[src/rtl/exec_stage_if.sv]
// Issue/writeback bundle between the control unit, exec_stage and reg_file's write port.
// The slave side is the execute stage; the master side is whoever issues ops and observes writes.
interface exec_stage_if #(
  parameter int WIDTH = 16,
  parameter int AW    = 2
);
  logic             start;
  logic [2:0]       op;
  logic [WIDTH-1:0] a;
  logic [WIDTH-1:0] b;
  logic [AW-1:0]    dest;
  logic             busy;
  logic             regwrite;
  logic [AW-1:0]    wr;
  logic [WIDTH-1:0] wd;
  logic             overflow;

  modport master (
    output start, op, a, b, dest,
    input  busy, regwrite, wr, wd, overflow
  );

  modport slave (
    input  start, op, a, b, dest,
    output busy, regwrite, wr, wd, overflow
  );
endinterface

[src/rtl/exec_stage.sv]
// Execute/writeback stage: single-cycle ALU ops plus an unsigned shift-add multiply
// over WIDTH cycles, returning results through reg_file's write port.
module exec_stage #(
  parameter int WIDTH = 16,
  parameter int AW    = 2
) (
  input  logic          clock,
  input  logic          reset_n,
  exec_stage_if.slave   ex
);

  localparam int CW = $clog2(WIDTH);
  localparam logic [CW-1:0] LAST = CW'(WIDTH - 1);

  localparam logic [2:0] OP_ADD = 3'b000;
  localparam logic [2:0] OP_SUB = 3'b001;
  localparam logic [2:0] OP_AND = 3'b010;
  localparam logic [2:0] OP_OR  = 3'b011;
  localparam logic [2:0] OP_SLT = 3'b100;
  localparam logic [2:0] OP_MUL = 3'b101;
  localparam logic [2:0] OP_XOR = 3'b110;

  typedef enum logic [1:0] {IDLE, MUL_RUN, WRITE} state_t;

  state_t             state_q, state_d;
  logic [2*WIDTH-1:0] a_shift_q, a_shift_d;
  logic [WIDTH-1:0]   b_reg_q, b_reg_d;
  logic [2*WIDTH-1:0] acc_q, acc_d;
  logic [CW-1:0]      cnt_q, cnt_d;
  logic [AW-1:0]      dest_q, dest_d;
  logic               regwrite_q, regwrite_d;
  logic [AW-1:0]      wr_q, wr_d;
  logic [WIDTH-1:0]   wd_q, wd_d;
  logic               ovf_q, ovf_d;

  logic [WIDTH-1:0]   sum, diff;
  logic [2*WIDTH-1:0] acc_sum;
  logic signed [WIDTH-1:0] sa, sb;

  // Signed overflow: operands (b inverted for subtract) agree in sign, result does not.
  function automatic logic add_ovf(input logic [WIDTH-1:0] x, y, r);
    return (x[WIDTH-1] == y[WIDTH-1]) && (r[WIDTH-1] != x[WIDTH-1]);
  endfunction

  function automatic logic sub_ovf(input logic [WIDTH-1:0] x, y, r);
    return (x[WIDTH-1] != y[WIDTH-1]) && (r[WIDTH-1] != x[WIDTH-1]);
  endfunction

  assign sum     = ex.a + ex.b;
  assign diff    = ex.a - ex.b;
  assign sa      = ex.a;
  assign sb      = ex.b;
  assign acc_sum = acc_q + (b_reg_q[0] ? a_shift_q : '0);

  always_comb begin
    state_d    = state_q;
    a_shift_d  = a_shift_q;
    b_reg_d    = b_reg_q;
    acc_d      = acc_q;
    cnt_d      = cnt_q;
    dest_d     = dest_q;
    regwrite_d = 1'b0;
    wr_d       = '0;
    wd_d       = '0;
    ovf_d      = 1'b0;

    if (state_q == MUL_RUN) begin
      acc_d     = acc_sum;
      a_shift_d = {a_shift_q[2*WIDTH-2:0], 1'b0};
      b_reg_d   = {1'b0, b_reg_q[WIDTH-1:1]};
      cnt_d     = cnt_q + 1'b1;
      // The final iteration's partial product is folded straight into the write.
      if (cnt_q == LAST) begin
        state_d    = WRITE;
        regwrite_d = 1'b1;
        wr_d       = dest_q;
        wd_d       = acc_sum[WIDTH-1:0];
        ovf_d      = |acc_sum[2*WIDTH-1:WIDTH];
      end
    end else begin
      state_d = IDLE;
      if (ex.start) begin
        state_d    = WRITE;
        regwrite_d = 1'b1;
        wr_d       = ex.dest;
        case (ex.op)
          OP_ADD: begin
            wd_d  = sum;
            ovf_d = add_ovf(ex.a, ex.b, sum);
          end
          OP_SUB: begin
            wd_d  = diff;
            ovf_d = sub_ovf(ex.a, ex.b, diff);
          end
          OP_AND: wd_d = ex.a & ex.b;
          OP_OR:  wd_d = ex.a | ex.b;
          OP_XOR: wd_d = ex.a ^ ex.b;
          OP_SLT: wd_d = {{(WIDTH-1){1'b0}}, (sa < sb)};
          OP_MUL: begin
            state_d    = MUL_RUN;
            regwrite_d = 1'b0;
            wr_d       = '0;
            a_shift_d  = {{WIDTH{1'b0}}, ex.a};
            b_reg_d    = ex.b;
            acc_d      = '0;
            cnt_d      = '0;
            dest_d     = ex.dest;
          end
          default: begin
            state_d    = IDLE;
            regwrite_d = 1'b0;
            wr_d       = '0;
          end
        endcase
      end
    end
  end

  always_ff @(posedge clock or negedge reset_n) begin
    if (!reset_n) begin
      state_q    <= IDLE;
      a_shift_q  <= '0;
      b_reg_q    <= '0;
      acc_q      <= '0;
      cnt_q      <= '0;
      dest_q     <= '0;
      regwrite_q <= 1'b0;
      wr_q       <= '0;
      wd_q       <= '0;
      ovf_q      <= 1'b0;
    end else begin
      state_q    <= state_d;
      a_shift_q  <= a_shift_d;
      b_reg_q    <= b_reg_d;
      acc_q      <= acc_d;
      cnt_q      <= cnt_d;
      dest_q     <= dest_d;
      regwrite_q <= regwrite_d;
      wr_q       <= wr_d;
      wd_q       <= wd_d;
      ovf_q      <= ovf_d;
    end
  end

  assign ex.busy     = (state_q == MUL_RUN);
  assign ex.regwrite = regwrite_q;
  assign ex.wr       = wr_q;
  assign ex.wd       = wd_q;
  assign ex.overflow = ovf_q;

endmodule

[src/flat_wrapper.sv]
// flat-port wrapper written by rule: the top's interface ports become plain ports
module exec_stage_flat 
#(
  parameter int WIDTH = 16,
  parameter int AW    = 2
)
  (clock, reset_n, ex_start, ex_op, ex_a, ex_b, ex_dest, ex_busy, ex_regwrite, ex_wr, ex_wd, ex_overflow);
  exec_stage_if #(.WIDTH(WIDTH), .AW(AW)) ex_i ();
  input  logic clock;
  input  logic reset_n;
  input wire logic [$bits(ex_i.start)-1:0] ex_start;
  input wire logic [$bits(ex_i.op)-1:0] ex_op;
  input wire logic [$bits(ex_i.a)-1:0] ex_a;
  input wire logic [$bits(ex_i.b)-1:0] ex_b;
  input wire logic [$bits(ex_i.dest)-1:0] ex_dest;
  output wire logic [$bits(ex_i.busy)-1:0] ex_busy;
  output wire logic [$bits(ex_i.regwrite)-1:0] ex_regwrite;
  output wire logic [$bits(ex_i.wr)-1:0] ex_wr;
  output wire logic [$bits(ex_i.wd)-1:0] ex_wd;
  output wire logic [$bits(ex_i.overflow)-1:0] ex_overflow;
  assign ex_i.start = ex_start;
  assign ex_i.op = ex_op;
  assign ex_i.a = ex_a;
  assign ex_i.b = ex_b;
  assign ex_i.dest = ex_dest;
  assign ex_busy = ex_i.busy;
  assign ex_regwrite = ex_i.regwrite;
  assign ex_wr = ex_i.wr;
  assign ex_wd = ex_i.wd;
  assign ex_overflow = ex_i.overflow;
  exec_stage #(.WIDTH(WIDTH), .AW(AW)) u_core (.clock(clock), .reset_n(reset_n), .ex(ex_i));
endmodule
[config.mk]
export PLATFORM = sky130hd
export DESIGN_NAME = exec_stage_flat
export DESIGN_NICKNAME = d
export VERILOG_FILES = /design/src/rtl/exec_stage_if.sv /design/src/rtl/exec_stage.sv /design/src/flat_wrapper.sv
export SDC_FILE = /design/constraint.sdc
export NUM_CORES = 1
export LEC_CHECK = 0
export CAP_MARGIN = 20
export CORE_MARGIN = 8
export CORE_UTILIZATION = 49
export CTS_BUF_LIST = sky130_fd_sc_hd__clkbuf_8 sky130_fd_sc_hd__clkbuf_16
export DETAILED_ROUTE_END_ITERATION = 10
export PLACE_DENSITY = 0.81
export SETUP_SLACK_MARGIN = 0.2
export SLEW_MARGIN = 20
export SYNTH_ARGS = -nofsm -noshare
export SYNTH_HDL_FRONTEND = slang
export SYNTH_SLANG_ARGS = --single-unit
export TNS_END_PERCENT = 5
[constraint.sdc]
create_clock -name clock -period 6.6 [get_ports clock]
set_input_delay 1.32 -clock clock [delete_from_list [all_inputs] [get_ports clock]]
set_output_delay 1.32 -clock clock [all_outputs]
set_load 0.05 [all_outputs]
# Word-level counts from Yosys, hierarchy flattened
# Index checks and enable logic that the tools add are counted.
# word_totals
reg_bits	108
in_bits	40
wordCells	74
# classes
add_sub_neg	4
n_lt_le_gt_ge	1
eq_ne	13
muxes	33
bitwise	4
n_reduce_logical	9
# op_table
cell	n
$mux 32	7
$mux 16	6
$pmux 16 s6	1
$add 32x32->32	1
$add 16x16->16	1
$and 16x16->16	1
$lt 16x16->1	1
$or 16x16->16	1
$reduce_or 16->1	1
$sub 16x16->16	1
$xor 16x16->16	1
$mux 2	7
$mux 4	3
$eq 3x3->1 const B	3
$mux 1	7
$eq 3x2->1 const B	2
$reduce_or 6->1	1
$add 4x1->4 const B	1
$eq 4x4->1 const B	1
$pmux 2 s2	1
$reduce_bool 2->1	2
$eq 3x1->1 const B	1
$logic_not 3->1	1
$ne 1x1->1	3
8 further kinds	9

# Depth between registers and ports, before layout
# logic_depth
depth_word	6
mapped_depth	16
mapped_depth_nobuf	15

# Worst setup path before layout
# No wires, ideal clock.
# synth_path
path_kind	input -> register
from	input ex_a[0]
to	register u_core.wd_q[14], in the netlist u_core.ex.wd[14]
arrival_ps	3677
required_ps	6454
slack_ps	2777
cell_stages	15
path_cell_list	inv_1 ha_1 inv_1 fa_1 inv_1 o21ai_1 a21oi_1 o21ai_0 a21oi_1 o32ai_1 o41ai_2 nor4_1 a2111oi_2 mux2i_1 o221ai_1
# synth_via
elab_chain_cells	4
# synth_lines
element	line_no	rtl
from (decl)	flat_wrapper.sv:13	input wire logic [$bits(ex_i.a)-1:0] ex_a;
$sub 16x16->16 / $add 16x16->16 (equally long branches)	exec_stage.sv:50, exec_stage.sv:49	
$pmux 16 s6 *	exec_stage.sv:86	case (ex.op)
$mux 16 *	exec_stage.sv:82	if (ex.start) begin
$mux 16 *	exec_stage.sv:67	if (state_q == MUL_RUN) begin
net u_core.wd_d[14]	exec_stage.sv:33	logic [WIDTH-1:0] wd_q, wd_d;
to (signal assigned)	exec_stage.sv:140	wd_q <= wd_d;
to (decl)	exec_stage.sv:33	
# Mark *: on every way through the listed nets, which the timed path passes. The rest lies on a longest branch.
# A chain may end at the register's enable or synchronous reset.

# Worst setup path after layout
# Same ends and word-level chain as after synthesis.

==> impl_metrics.env <==
export IMPL_path_common_cell="inv_1"
export IMPL_cp_arrival_ns=4.71
export IMPL_startpoint_type="input port"
export IMPL_first_global_vias=7261
export IMPL_grt_start_max_net_pins=92
export IMPL_synthTopCellsByCount="nand2_1, o21ai_0, dfrtp_1"
export IMPL_via_total_after_detailed_routing=7415
export IMPL_timing_critical_path_to_type="flip-flop"
export IMPL_reg2reg_depth=15
export IMPL_antenna_found_initial=0
export IMPL_required_ns=6.82
export IMPL_timing_worst_slew_pin_value_ns=1.03
export IMPL_insertedDiodeCount=0
export IMPL_setup_violations=0
export IMPL_vdd_ir_drop_worst_uv=159
export IMPL_drt_pass1_iterations=5
export IMPL_dpl_instance_area_um2=8970
export IMPL_timing_critical_path_to="u_core.ex.wd[14]$_DFF_PN0_"
export IMPL_final_layout_size_suffix_gt1_share_pct=4.73
export IMPL_number_of_flops_mapped_to_enable_cells_by_yosys=0
export IMPL_clkLatencyLatePin_ns=0.36
export IMPL_ctsHtreeMaxLevel=3
export IMPL_regToRegStartpoint="u_core.b_reg_q[0]$_DFFE_PN0P_"
export IMPL_drt_wl_total_mm=21.7
export IMPL_design_core_area_um2=16500
export IMPL_power_share_combinational_pct=40.7
export IMPL_cp_num_buf_inv=4
export IMPL_finalWorstSetupSlack_ns=2.11
export IMPL_final_min_period_over_clock_period_pct=68.1
export IMPL_power_net_switching_mw=1.08
export IMPL_worstPathMaxFanout=3
export IMPL_result_of_the_run="complete, no violations"
export IMPL_switching_share_pct=40.4
export IMPL_ff2ff_setup_slack_ns=2.19
export IMPL_die_x_um=146
export IMPL_area_delta_synth_final_pct=12.3
export IMPL_ys_async_sr_fraction_pct=100
export IMPL_clock_sinks=108
export IMPL_tritoncts_num_buffers=9
export IMPL_worst_setup_hold_path_clk_slew_ns=0.07
export IMPL_period_needed_ns=4.49
export IMPL_worst_setup_path_category="input port to flip-flop"
export IMPL_ctsLongestPathBuffers=2
export IMPL_gp_congestion=0.894
export IMPL_ctsHoldBuffers=0
export IMPL_synth_cell_type_count=70
export IMPL_hold_viol_final=0
export IMPL_detailedRoute_firstIterationViolations=579
export IMPL_post_cts_setup_buffers=0
export IMPL_dp_worst_setup_slack_ns=1.83
export IMPL_worst_path_dominant_cell_family="compound AO/OA/AOI/OAI gates"
export IMPL_die_area_um2=21300
export IMPL_setup_total_negative_slack_ns=0
export IMPL_port_buf_inserts=60
export IMPL_crit_path_max_incr_delay_ns=0.48
export IMPL_synth_cells=1030
export IMPL_grt_remaining_overflow=0
export IMPL_layout_cell_area_non_filler_um2=9270
export IMPL_drc=0
export IMPL_pwr_share_seq_pct=38.2
export IMPL_power_density_nw_per_um2=288
export IMPL_leakage_nw=4.15
export IMPL_ys_ff_latch=108
export IMPL_synth_most_common_cell="nand2_1"
export IMPL_maxClockFrequency_mhz=223
export IMPL_critical_path_cell_count=16
export IMPL_synth_net_count=1155
export IMPL_slew_headroom_pct=31.4
export IMPL_synth_top_cell_area_share_pct=32.7
export IMPL_cells_taking_the_most_area_after_synthesis="dfrtp_1, ha_1, o21ai_0, nand2_1, a21oi_1"
export IMPL_post_drt_wl_per_cell_um=17.0
export IMPL_crit_chain="clkdlybuf4s50_1, inv_1, ha_1, inv_1, fa_1, inv_1, o21ai_1, a21oi_1, o21ai_0, a21oi_1, o32ai_1, o41ai_2, nor4_1, a2111oi_2, mux2i_1, o221ai_1"
export IMPL_finalNetCount=1176
export IMPL_critical_path_startpoint="ex_a[0]"
export IMPL_grt_setup_unrepaired="no"
export IMPL_internal_power_contribution_mw=1.59
export IMPL_cts_tree="done"
export IMPL_timing_final_max_slew_violations=0
export IMPL_synth_area_um2=8260
export IMPL_clkPwrFrac_pct=21.1
export IMPL_synth_seq_area_share_pct=32.7
export IMPL_vias_per_cell=5.81
export IMPL_cts_repair_resize_count=0
export IMPL_finClkSkew_ns=0.0111
export IMPL_dieHeight_um=146
export IMPL_power_mw=2.67
export IMPL_worst_hold_path_type="flip-flop to flip-flop"
export IMPL_grt_pass1_wl_mm=36.2
export IMPL_maxCapViolations=0
export IMPL_syn_avg_cell_area_um2=8.02
export IMPL_antenna_violating_nets_post_route=0
export IMPL_io_pins=61
export IMPL_filler_cell_count_in_the_final_layout=1500
export IMPL_groute_usage_overall_pct=20.6
export IMPL_start_util_pct=50.0
export IMPL_ys_dominant_reg_cell="dfrtp_1"
export IMPL_post_dp_hpwl_mm=15.7
export IMPL_placement_rows=47
export IMPL_synth_yosys_warnings=0
export IMPL_clock_root_buffer="clkbuf_16"
export IMPL_rr_endpoint="u_core.ex.overflow$_DFF_PN0_"
export IMPL_post_synth_top_area_cell="dfrtp_1"
export IMPL_crit_slowest_cell="clkdlybuf4s50_1"
layer usage:
| layer | global-route usage [%] | up-vias | routed length [um] |
|---|---|---|---|
| met1 | 27.1 | 3502 | 9910 |
| met2 | 33.5 | 226 | 10200 |
| met4 | 8.49 | 0 | 626 |
| met3 | 2.61 | 38 | 1030 |
| met5 | 0 | - | 0 |
| li1 | - | 3649 | - |
flip-flops by register name (all words and copies together), names as in the netlist:
name / flops
u_core.ex.wd: 16
u_core.ex.regwrite: 1
u_core.ex.wr: 2
u_core.state_q: 2
u_core.cnt_q: 4
u_core.dest_q: 2
u_core.a_shift_q: 32
u_core.ex.overflow: 1
u_core.acc_q: 32
u_core.b_reg_q: 16
power groups by stage:
| stage | combinational (mW) | clock [mW] | sequential, mW |
|---|---|---|---|
| 2_1_floorplan | 0.788 | 0 | 0.999 |
| 3_3_place_gp | 1.04 | 0 | 1.02 |
| 3_5_place_dp | 1.07 | 0 | 1.03 |
| 4_1_cts | 1.08 | 0.572 | 1.02 |
| 5_1_grt | 1.22 | 0.596 | 1.05 |
| 6_report | 1.09 | 0.564 | 1.02 |
layout make-up:
cell class                 count  area, um^2  area share, %
multi-input combinational    805        5120           55.2
sequential                   108        2700           29.1
timing repair buffer          68         653           7.04
tap                          220         275           2.97
clock buffer                   9         225           2.43
inverter                      59         221           2.39
clock inverter                 7        75.1          0.810
cell usage in the layout (no fill, tap or decap), drive strengths merged, types with 3 or more instances in the layout:
master	synthesis	final
a211oi	12	12
o22ai	9	9
a22o	3	3
o31ai	3	3
nor3	12	12
o21a	7	7
o22a	3	3
nand4	4	4
and3	3	3
o21ai	127	127
a21oi	91	91
a31o	4	4
nand2	132	132
fa	3	3
buf	11	10
mux2i	4	4
a22oi	8	8
a31oi	7	7
o32ai	4	4
inv	58	59
a21o	12	12
nor4	3	3
xor2	12	12
nor2	79	79
or3	5	5
clkbuf	47	9
nand2b	7	7
o211ai	6	6
and2	32	32
ha	82	82
nand3	44	44
o21bai	7	7
o221ai	6	6
dfrtp	108	108
nor4b	3	3
nor2b	9	9
xnor2	30	30
clkdlybuf4s50	0	58
clkinv	1	4
metrics by stage:
step / hold WS, ns / cells / util (%)
after global placement: 0.461 / 1260 / 54.3
after CTS: 0.485 / 1276 / 56.1
final: 0.481 / 1276 / 56.1
after detailed placement: 0.469 / 1260 / 54.3
after global routing: 0.516 / 1276 / 56.1
after floorplan: 0.450 / 1030 / -
tightest hold or removal path: stages (launching register included):
cell and delay [ns]:
dfrtp_1 0.34, nand2_1 0.05, o21ai_0 0.06
cell families after synthesis:
logic type                 Yosys count  synth area share, %
adders and majority gates           85                 13.2
muxes                                6                0.758
and+or+nand+nor                    341                 19.0
buffers and inverters              117                 5.38
AOI/OAI and AO/OA                  331                 24.5
xor gates and xnor gates            42                 4.45
DFF                                108                 32.7
how the worst min path moves through the flow:
| stage | depth (start not counted) | startpoint | endpoint |
|---|---|---|---|
| 3_5_place_dp | 2 | u_core.b_reg_q[15]$_DFFE_PN0P_ | u_core.b_reg_q[14]$_DFFE_PN0P_ |
| 3_3_place_gp | 2 | u_core.b_reg_q[15]$_DFFE_PN0P_ | u_core.b_reg_q[14]$_DFFE_PN0P_ |
| 2_1_floorplan | 2 | u_core.b_reg_q[15]$_DFFE_PN0P_ | u_core.b_reg_q[14]$_DFFE_PN0P_ |
| 4_1_cts | 2 | u_core.b_reg_q[15]$_DFFE_PN0P_ | u_core.b_reg_q[14]$_DFFE_PN0P_ |
| 5_1_grt | 2 | u_core.b_reg_q[2]$_DFFE_PN0P_ | u_core.b_reg_q[1]$_DFFE_PN0P_ |
| 6_report | 2 | u_core.b_reg_q[15]$_DFFE_PN0P_ | u_core.b_reg_q[14]$_DFFE_PN0P_ |
Power figures use the tool's default switching activity.
